**src/rtl/mem_arbiter.sv**
```systemverilog
// Two-port block-memory arbiter between the icache and dcache memory-side ports.
// Optional macro ARB_ROUND_ROBIN_EN: round-robin contention; otherwise the dcache wins ties.
module mem_arbiter #(
    parameter int ARB_ADDR_W = 28,
    parameter int ARB_DATA_W = 128
) (
    input  logic                  CLOCK,
    input  logic                  RESET,
    // icache side
    input  logic                  i_mem_read,
    input  logic [ARB_ADDR_W-1:0] i_mem_address,
    output logic [ARB_DATA_W-1:0] i_mem_readdata,
    output logic                  i_mem_busywait,
    // dcache side
    input  logic                  d_mem_read,
    input  logic                  d_mem_write,
    input  logic [ARB_ADDR_W-1:0] d_mem_address,
    input  logic [ARB_DATA_W-1:0] d_mem_writedata,
    output logic [ARB_DATA_W-1:0] d_mem_readdata,
    output logic                  d_mem_busywait,
    // main memory side
    output logic                  mem_read,
    output logic                  mem_write,
    output logic [ARB_ADDR_W-1:0] mem_address,
    output logic [ARB_DATA_W-1:0] mem_writedata,
    input  logic [ARB_DATA_W-1:0] mem_readdata,
    input  logic                  mem_busywait
);

    typedef enum logic [1:0] {
        IDLE    = 2'd0,
        SERVE_I = 2'd1,
        SERVE_D = 2'd2
    } state_t;

    state_t state;
    state_t idle_next;
    logic   last_grant;
    logic   d_lock;
    logic   i_req;
    logic   d_req;
    logic   tie_to_d;

    assign i_req = i_mem_read;
    assign d_req = d_mem_read | d_mem_write;

`ifdef ARB_ROUND_ROBIN_EN
    assign tie_to_d = ~last_grant;
`else
    logic unused_last_grant;
    assign unused_last_grant = last_grant;
    assign tie_to_d          = 1'b1;
`endif

    // A completed write-back locks the next dcache request in ahead of any contention.
    always_comb begin
        idle_next = IDLE;
        if (d_lock && d_req)
            idle_next = SERVE_D;
        else if (i_req && d_req)
            idle_next = tie_to_d ? SERVE_D : SERVE_I;
        else if (d_req)
            idle_next = SERVE_D;
        else if (i_req)
            idle_next = SERVE_I;
    end

    always_ff @(negedge CLOCK) begin
        if (RESET) begin
            state      <= IDLE;
            last_grant <= 1'b1;
            d_lock     <= 1'b0;
        end else begin
            case (state)
                IDLE: begin
                    state <= idle_next;
                    if (idle_next != IDLE)
                        d_lock <= 1'b0;
                end
                SERVE_I: begin
                    if (!i_req) begin
                        state <= IDLE;
                    end else if (!mem_busywait) begin
                        state      <= IDLE;
                        last_grant <= 1'b0;
                    end
                end
                SERVE_D: begin
                    if (!d_req) begin
                        state <= IDLE;
                    end else if (!mem_busywait) begin
                        state      <= IDLE;
                        last_grant <= 1'b1;
                        if (d_mem_write)
                            d_lock <= 1'b1;
                    end
                end
                default: state <= IDLE;
            endcase
        end
    end

    // Granted port drives memory directly; a read+write collision is treated as a write.
    always_comb begin
        mem_read       = 1'b0;
        mem_write      = 1'b0;
        mem_address    = '0;
        mem_writedata  = '0;
        i_mem_busywait = i_req;
        d_mem_busywait = d_req;
        case (state)
            SERVE_I: begin
                mem_read       = i_mem_read;
                mem_address    = i_mem_address;
                i_mem_busywait = mem_busywait;
            end
            SERVE_D: begin
                mem_write      = d_mem_write;
                mem_read       = d_mem_read & ~d_mem_write;
                mem_address    = d_mem_address;
                mem_writedata  = d_mem_writedata;
                d_mem_busywait = mem_busywait;
            end
            default: ;
        endcase
    end

    assign i_mem_readdata = mem_readdata;
    assign d_mem_readdata = mem_readdata;

endmodule

```
**config.mk**
```make
export PLATFORM = sky130hd
export DESIGN_NAME = mem_arbiter
export DESIGN_NICKNAME = d
export VERILOG_FILES = /design/src/rtl/mem_arbiter.sv
export SDC_FILE = /design/constraint.sdc
export NUM_CORES = 1
export LEC_CHECK = 0
export BUFFER_PORTS_ARGS = -buffer_cell sky130_fd_sc_hd__buf_2
export CORE_AREA = 2 2 286 288
export CTS_BUF_LIST = sky130_fd_sc_hd__clkbuf_16
export CTS_CLUSTER_SIZE = 10
export DETAILED_ROUTE_END_ITERATION = 16
export DIE_AREA = 0 0 288 290
export PLACE_DENSITY = 0.3
export SLEW_MARGIN = 15
export SYNTH_ARGS = -nofsm -noshare
export SYNTH_HDL_FRONTEND = slang
export SYNTH_SLANG_ARGS = --single-unit
```
**constraint.sdc**
```tcl
create_clock -name CLOCK -period 2.55 [get_ports CLOCK]
set_input_delay 0.51 -clock CLOCK [delete_from_list [all_inputs] [get_ports CLOCK]]
set_output_delay 0.51 -clock CLOCK [all_outputs]
set_load 0.02 [all_outputs]
```
After elaboration in Yosys (flattened, before gate mapping)
Cells that the tools add are included.
{"block": "op_classes", "reduce_logical": 6, "n_eq_ne": 6, "bitwise_logic": 3, "muxes": 19}
{"op": "2-to-1 mux 128 bit", "count": 1}
{"op": "case mux 28 bit (2 select lines)", "count": 1}
{"op": "2-to-1 mux 2 bit", "count": 6}
{"op": "2-to-1 mux 1 bit", "count": 8}
{"op": "!= test 2 bit, second input constant", "count": 4}
{"op": "case mux 2 bit (3 select lines)", "count": 1}
{"op": "AND reduction 5 bit", "count": 1}
{"op": "case mux 1 bit (2 select lines)", "count": 2}
{"op": "nonzero test 2 bit", "count": 2}
{"op": "== test 2 x 1 -> 1 bit, second input constant", "count": 1}
{"op": "== test 2 bit, second input constant", "count": 1}
{"op": "logical AND 1 bit", "count": 2}
{"op": "zero test 2 bit", "count": 1}
{"op": "AND 1 bit", "count": 1}
{"op": "NOT 1 bit", "count": 1}
{"op": "OR 1 bit", "count": 1}
{"block": "word_totals", "elab_cells": 36, "output_inout_bits": 416, "reg_bits": 3}

Depth between registers and ports, before layout
Gate-level depths: netlist of run 1.
{"block": "depth", "word_depth": 7, "ltp_mapped": 7, "mapped_depth_nobuf": 5}

==> results of run 1 <==
## layout by cell type (no fill, tap or decap)
master,n
inv_1,3
mux2_4,1
buf_4,30
a22oi_1,1
dfxtp_2,1
nand2_1,3
inv_2,1
buf_16,7
a211oi_1,2
inv_4,1
clkbuf_16,7
nor2b_2,17
nor2b_4,11
nor3_1,1
a21oi_4,1
and2_4,76
and2_1,35
o21ai_1,1
o21ai_2,1
buf_8,1
clkbuf_4,1
ha_1,1
ha_4,3
buf_12,9
o21a_1,3
dfxtp_4,1
buf_6,90
a22oi_2,27
nor2_1,1
nor3_4,1
diode_2,1
buf_2,235
and2_2,19
## worst register-to-register path, delay by kind of cell (launching register included)
family | cells | cell delay [ns]
fa+ha+maj | 1 | 0.21
compound gates | 3 | 0.47
flops | 1 | 0.36
buf+inv | 2 | 0.32
## routing by layer
layer	vias up	share of wire, %	GRT usage (%)
li1	1476	-	-
met2	430	47	6.94
met4	0	5.4	2.39
met3	73	13	1.93
met5	-	0	0
met1	1482	35	3.96
## stage by stage
step | utilization (%) | worst slack [ns] | hold WS (ns)
global placement | 6.22 | -0.707 | 0.643
detailed placement | 6.22 | -0.737 | 0.656
floorplan | - | -0.391 | 0.598
CTS | 7.21 | -0.855 | 0.714
global route | 7.81 | -0.913 | 0.758
finish | 7.81 | -0.818 | 0.701
## final timing paths
kind / to / start / depth (start not counted) / slack (ns)
worst max-delay path: mem_address[15] / state[0] / 7 / -0.82
worst min-delay path: state[1] / state[1] / 3 / 0.70
worst max register to register: state[1] / state[1] / 6 / 1.13
worst min register to register: state[1] / state[1] / 3 / 0.70
## logic make-up after synthesis
group,after synthesis,synth area share (%)
multiplexers,1,0.327
flip-flops,2,1.16
AO/OA/AOI/OAI,36,7.75
adder cells (fa/ha/maj),4,1.46
buffers and inverters,284,59.8
AND/OR/NAND/NOR,164,29.5
## area by class of cell
class,count,area [sq um],area share (%)
sequential,2,45.0,0.720
timing repair buffer,377,2910,46.5
tap,1060,1330,21.2
clock inverter,2,7.51,0.120
antenna,1,2.50,0.0400
multi-input combinational,205,1880,30.0
clock buffer,3,75.1,1.20
inverter,3,13.8,0.220
## power by group
part	leakage (uW)	switching, uW	internal, uW
Clock	0.0000476	47.3	204
Combinational	0.00261	575	634
Sequential	0.0000175	2.79	33.7
Total	0.00267	625	872
## timing repair
action                                  in CTS  in global routing
setup buffers                                4                  1
gates cloned                                 6                  4
pin swaps                                    6                  9
endpoints found under the setup margin     160                160
resized for setup                          162                127
==> results by group, run 1 <==
Critical path
  • CP Capture Type: primary output
  • CP max FO: 9
  • Crit Path Category: reg -> out
  • CP Data Arrival Time: about 2.9 ns
  • Critical path buffers and inverters: 4
  • Crit-path leading delay family: buffers and inverters
  • Critical Path RT: 2.04 ns
  • Slowest CP cell: dfxtp_2
  • Crit-path max cell delay: 0.34 ns
  • CP Cell Sequence: inv_4 > ha_4 > buf_12 > buf_16 > a22oi_2 > nor2b_4 > buf_6
  • Startpoint Class: register

Die
  • Die height: 290 um
  • Die width: 288 um
  • Initial Util: 4.29%
  • I/O pin total: roughly 730
  • Row count: 104
  • Core area: 80,200 sq um
  • Die Footprint: roughly 84,000 sq um

Synth
  • Synth area leaders: buf_4, and2_1, a22oi_1
  • Most common flop cell mapped by yosys: dfxtp_1
  • Unique cell type count in the Yosys netlist: 19
  • Seq cells post-synth: 2
  • Post-synth ARST share: 0%
  • Mapped Avg Cell Area: roughly 7 sq um
  • Commonest cells post-synth: buf_4, and2_1, a22oi_1, nor2b_1, buf_2
  • Post-synthesis cell count: approximately 500
  • Top-count cell post-synth: buf_4
  • Mapped Nets: 813
  • Post-synth EDFFs: 0
  • Seq/Total Area, Yosys: 1.16%
  • Synthesized area: ~3400 sq um
  • Post-synth top area share: 55.9%
  • Syn. warnings: 0
  • Cell taking the most area after synthesis: buf_4

Timing
  • Least-Margin Pin Slew: just over 0.3 ns
  • RSZ-0062 raised after global routing: yes
  • Slew headroom: 79.7%
  • Final WS setup: -0.818 ns
  • Post-Route Setup TNS: -121.48 ns
  • Final slew viol count: 0
  • Fin. Hold Viols: 0
  • Skew final: 0.0102 ns
  • Setup-failing EPs final: 160

Placed design
  • Dpl hpwl: between 10,000 and 15,000 um
  • GP Congestion: around 0.68
  • Placed cell area: 4980 sq um
  • PortBufs: 349
  • Placed Instances: 1,633

Clock tree
  • Sink Count: 2
  • Max Root-Sink Buffers: 2
  • Clk_lat worst skew: 0.30 ns
  • TritonCTS clock tree: yes
  • Clock transition at path regs: 0.04 ns
  • Inserted Clock Buffers: 3
  • Clk root buf: clkbuf_16
  • CTS Hold Buffers Added: 0
  • H-tree depth: 1

Route
  • Vias: 3,461
  • # DRC: 0
  • 1st-iter DRT viols: 53
  • 1st-pass router iterations: 4
  • Drt via density: 2.09
  • Total Routed Length: 20,000 um
  • Post-DR wirelength/cell: 12.1 um
  • Routed Antenna Nets: 0

Cells and area
  • Largest register FFs: 2
  • Syn-to-layout area delta: 82.1%
  • Filler Cell Count: 9,386
  • Biggest regs: state (2)
  • Post-route cell area: ~6300 sq um
  • Largest Register: state
  • Fin cells: about 1,700
  • Share of layout cells above drive strength 1: 91.4%
  • Final #Nets: 916

Outcome
  • Outcome: finished, violations left
  • Failing checks: negative setup slack

Power
  • VDD IR max: 273 uV
  • Overall Power: ~1500 uW
  • Leakage power: 0.00267 uW
  • Power density over cell area: approximately 240 nW/um^2

Global routing
  • Antenna violations before repair: 5
  • Total grt overflow: 0
  • Vias in the first global route: approximately 3,700
  • Total GRT Usage: 4.05%
  • First-pass GRT wire length: 24,300 um
  • Largest net degree at the start of global routing: 62

Min path
  • Worst hold path class: reg -> reg

Run
  • Max-Cap Viols: 0
Power figures use the tool's default switching activity.
==> inputs of run 2 (changes only) <==
- CORE_AREA: 2 2 286 288 -> 2 2 288 290
- DIE_AREA: 0 0 288 290 -> 0 0 290 292
- clock period: 2.55 -> 3.4 ns (I/O delays scaled with it)
==> results by group, run 2 (synthesis results as in run 1) <==
Cells and area
  • Syn-to-layout area delta: 83.2%
  • Final #Nets: 921 (+0.55%)
  • Fin cells: 1,670 (+1.0%)
  • Commonest non-fill, non-tap cell in the layout: buf_2
  • Largest Register: state
  • Final Core Density: 7.72% (-0.089 points)
  • Filler Cell Count: 9,511 (+1.3%)
  • Largest register FFs: 2 (unchanged)
  • Biggest regs: state (2)
  • Most frequent cells in the layout: buf_2, buf_6, and2_4, buf_4, and2_2
  • Share of layout cells above drive strength 1: 93.3% (+1.9 points)

Clock tree
  • Clk root buf: clkbuf_16
  • H-tree depth: 1 (unchanged)
  • Clk_lat worst skew: 0.30 ns (about the same)
  • Max Root-Sink Buffers: 2 (unchanged)
  • TritonCTS clock tree: yes
  • Clock transition at path regs: 0.04 ns (about the same)
  • Inserted Clock Buffers: 3 (unchanged)
  • Sink Count: 2 (unchanged)
  • CTS Hold Buffers Added: 0 (unchanged)

Timing
  • Slew headroom: 75.7% (-4.0 points)
  • Least-Margin Pin Slew: 0.364 ns (+0.0597 ns)
  • Skew final: 0.00649 ns (-0.00375 ns)
  • RSZ-0062 raised after global routing: yes
  • Setup-failing EPs final: 160 (unchanged)
  • Fin. Hold Viols: 0 (unchanged)
  • Final WS setup: -0.620 ns (+0.198 ns)
  • Worst Hold Margin: 0.680 ns (-0.0210 ns)
  • Final slew viol count: 0 (unchanged)

Route
  • Drt via density: 2.11 (+0.61%)
  • 1st-iter DRT viols: 97 (+83%)
  • Total Routed Length: 20,100 um (+0.53%)
  • 1st-pass router iterations: 4 (unchanged)
  • Vias: 3,518 (+1.6%)
  • # DRC: 0 (unchanged)
  • Routed Antenna Nets: 0 (unchanged)
  • Post-DR wirelength/cell: 12.1 um (-0.49%)

Placed design
  • PortBufs: 349 (unchanged)
  • Dpl hpwl: 13,800 um (-0.76%)
  • Placed Instances: 1,640 (+0.43%)
  • GP Congestion: 0.744 (+8.8%)

Die
  • Die Footprint: 84,700 sq um (+1.4%)
  • Die height: 292 um (+0.69%)
  • I/O pin total: 734 (unchanged)
  • Initial Util: 4.21% (-0.075 points)
  • Die width: 290 um (+0.69%)
  • Core area: 81,600 sq um (+1.8%)
  • Row count: 105 (+0.96%)

Critical path
  • R2R cell count: 9 (+3)
  • CP max FO: 9 (unchanged)
  • CP Capture Type: primary output
  • Critical Path RT: 2.72 ns (+0.68 ns)
  • Crit Path Category: reg -> out
  • CP Data Arrival Time: 3.34 ns (+0.48 ns)
  • Startpoint Class: register

Global routing
  • Total grt overflow: 0 (unchanged)
  • First-pass GRT wire length: 23,600 um (-3.1%)
  • Antenna violations before repair: 7 (+2)
  • Largest net degree at the start of global routing: 45 (-27%)
  • Total GRT Usage: 3.81% (-0.25 points)
  • Vias in the first global route: 3,703 (-0.54%)

Power
  • Power density over cell area: 180 nW/um^2 (-25%)
  • Leakage power: 0.00270 uW (+0.93%)
  • VDD IR max: 134 uV (-51%)

Min path
  • Hold Path Stages: 3 (unchanged)
  • Worst hold path class: reg -> reg

Outcome
  • Outcome: finished, violations left
  • Failing checks: negative setup slack

Run
  • Max-Cap Viols: 0 (unchanged)
## run 2: metal layers
| layer | track usage [%] | wire length (um) | vias up |
|---|---|---|---|
| li1 | - | - | 1487 |
| met1 | 2.99 | 5760 | 1469 |
| met2 | 6.82 | 10200 | 477 |
| met3 | 2.41 | 2940 | 81 |
| met4 | 2.59 | 1130 | 4 |
| met5 | 0.624 | 83 | - |
## run 2: final cells by class
class	instances	area (sq um)	share of cell area, %
Timing Repair Buffer	382	2940	46.7
Multi-Input combinational cell	205	1870	29.7
Tap cell	1070	1340	21.3
Clock buffer	3	75.1	1.19
Sequential cell	2	45.0	0.715
Inverter	3	11.3	0.179
Clock inverter	2	7.51	0.119
Antenna cell	3	7.51	0.119
## run 2: path summary, 6_finish.rpt
path                  from  slack, ns         endpoint
setup / recovery  state[0]      -0.62  mem_address[17]
hold / removal    state[0]       0.68         state[1]
setup reg to reg  state[0]       1.75         state[1]
hold reg to reg   state[0]       0.68         state[1]
## run 2: what timing repair did
| action | 4_1_cts | 5_1_grt |
|---|---|---|
| endpoints found under the setup margin | 160 | 160 |
| pin swaps | 6 | 4 |
| gates resized for setup | 153 | 117 |
| gates cloned | 4 | 10 |
| setup buffers | 7 | 2 |
| hold endpoints to repair | 0 | 0 |
## run 2: where the power goes
group | internal [uW] | total (uW) | switching [uW] | leakage [uW]
combinational | 483 | 924 | 440 | 0.00263
clock | 153 | 185 | 32.1 | 0.0000476
sequential | 25.3 | 27.3 | 2.01 | 0.0000175
## run 2: through the flow
stage	instance area, sq um	setup TNS (ns)	total power (uW)	setup WS, ns
floorplan	3800	-16.01	842	-0.136
finish	6300	-88.02	1140	-0.620
CTS	5720	-91.60	1020	-0.648
detailed placement	4960	-44.57	674	-0.922
global route	6300	-99.43	1200	-0.674
global placement	4960	-38.78	672	-0.895
## run 2: critical path, cell delays in order (launching register included)
cell,delay (ns)
dfxtp_2,0.34
inv_2,0.06
ha_4,0.21
buf_12,0.16
a22oi_2,0.34
nor2b_4,0.07
buf_6,0.14
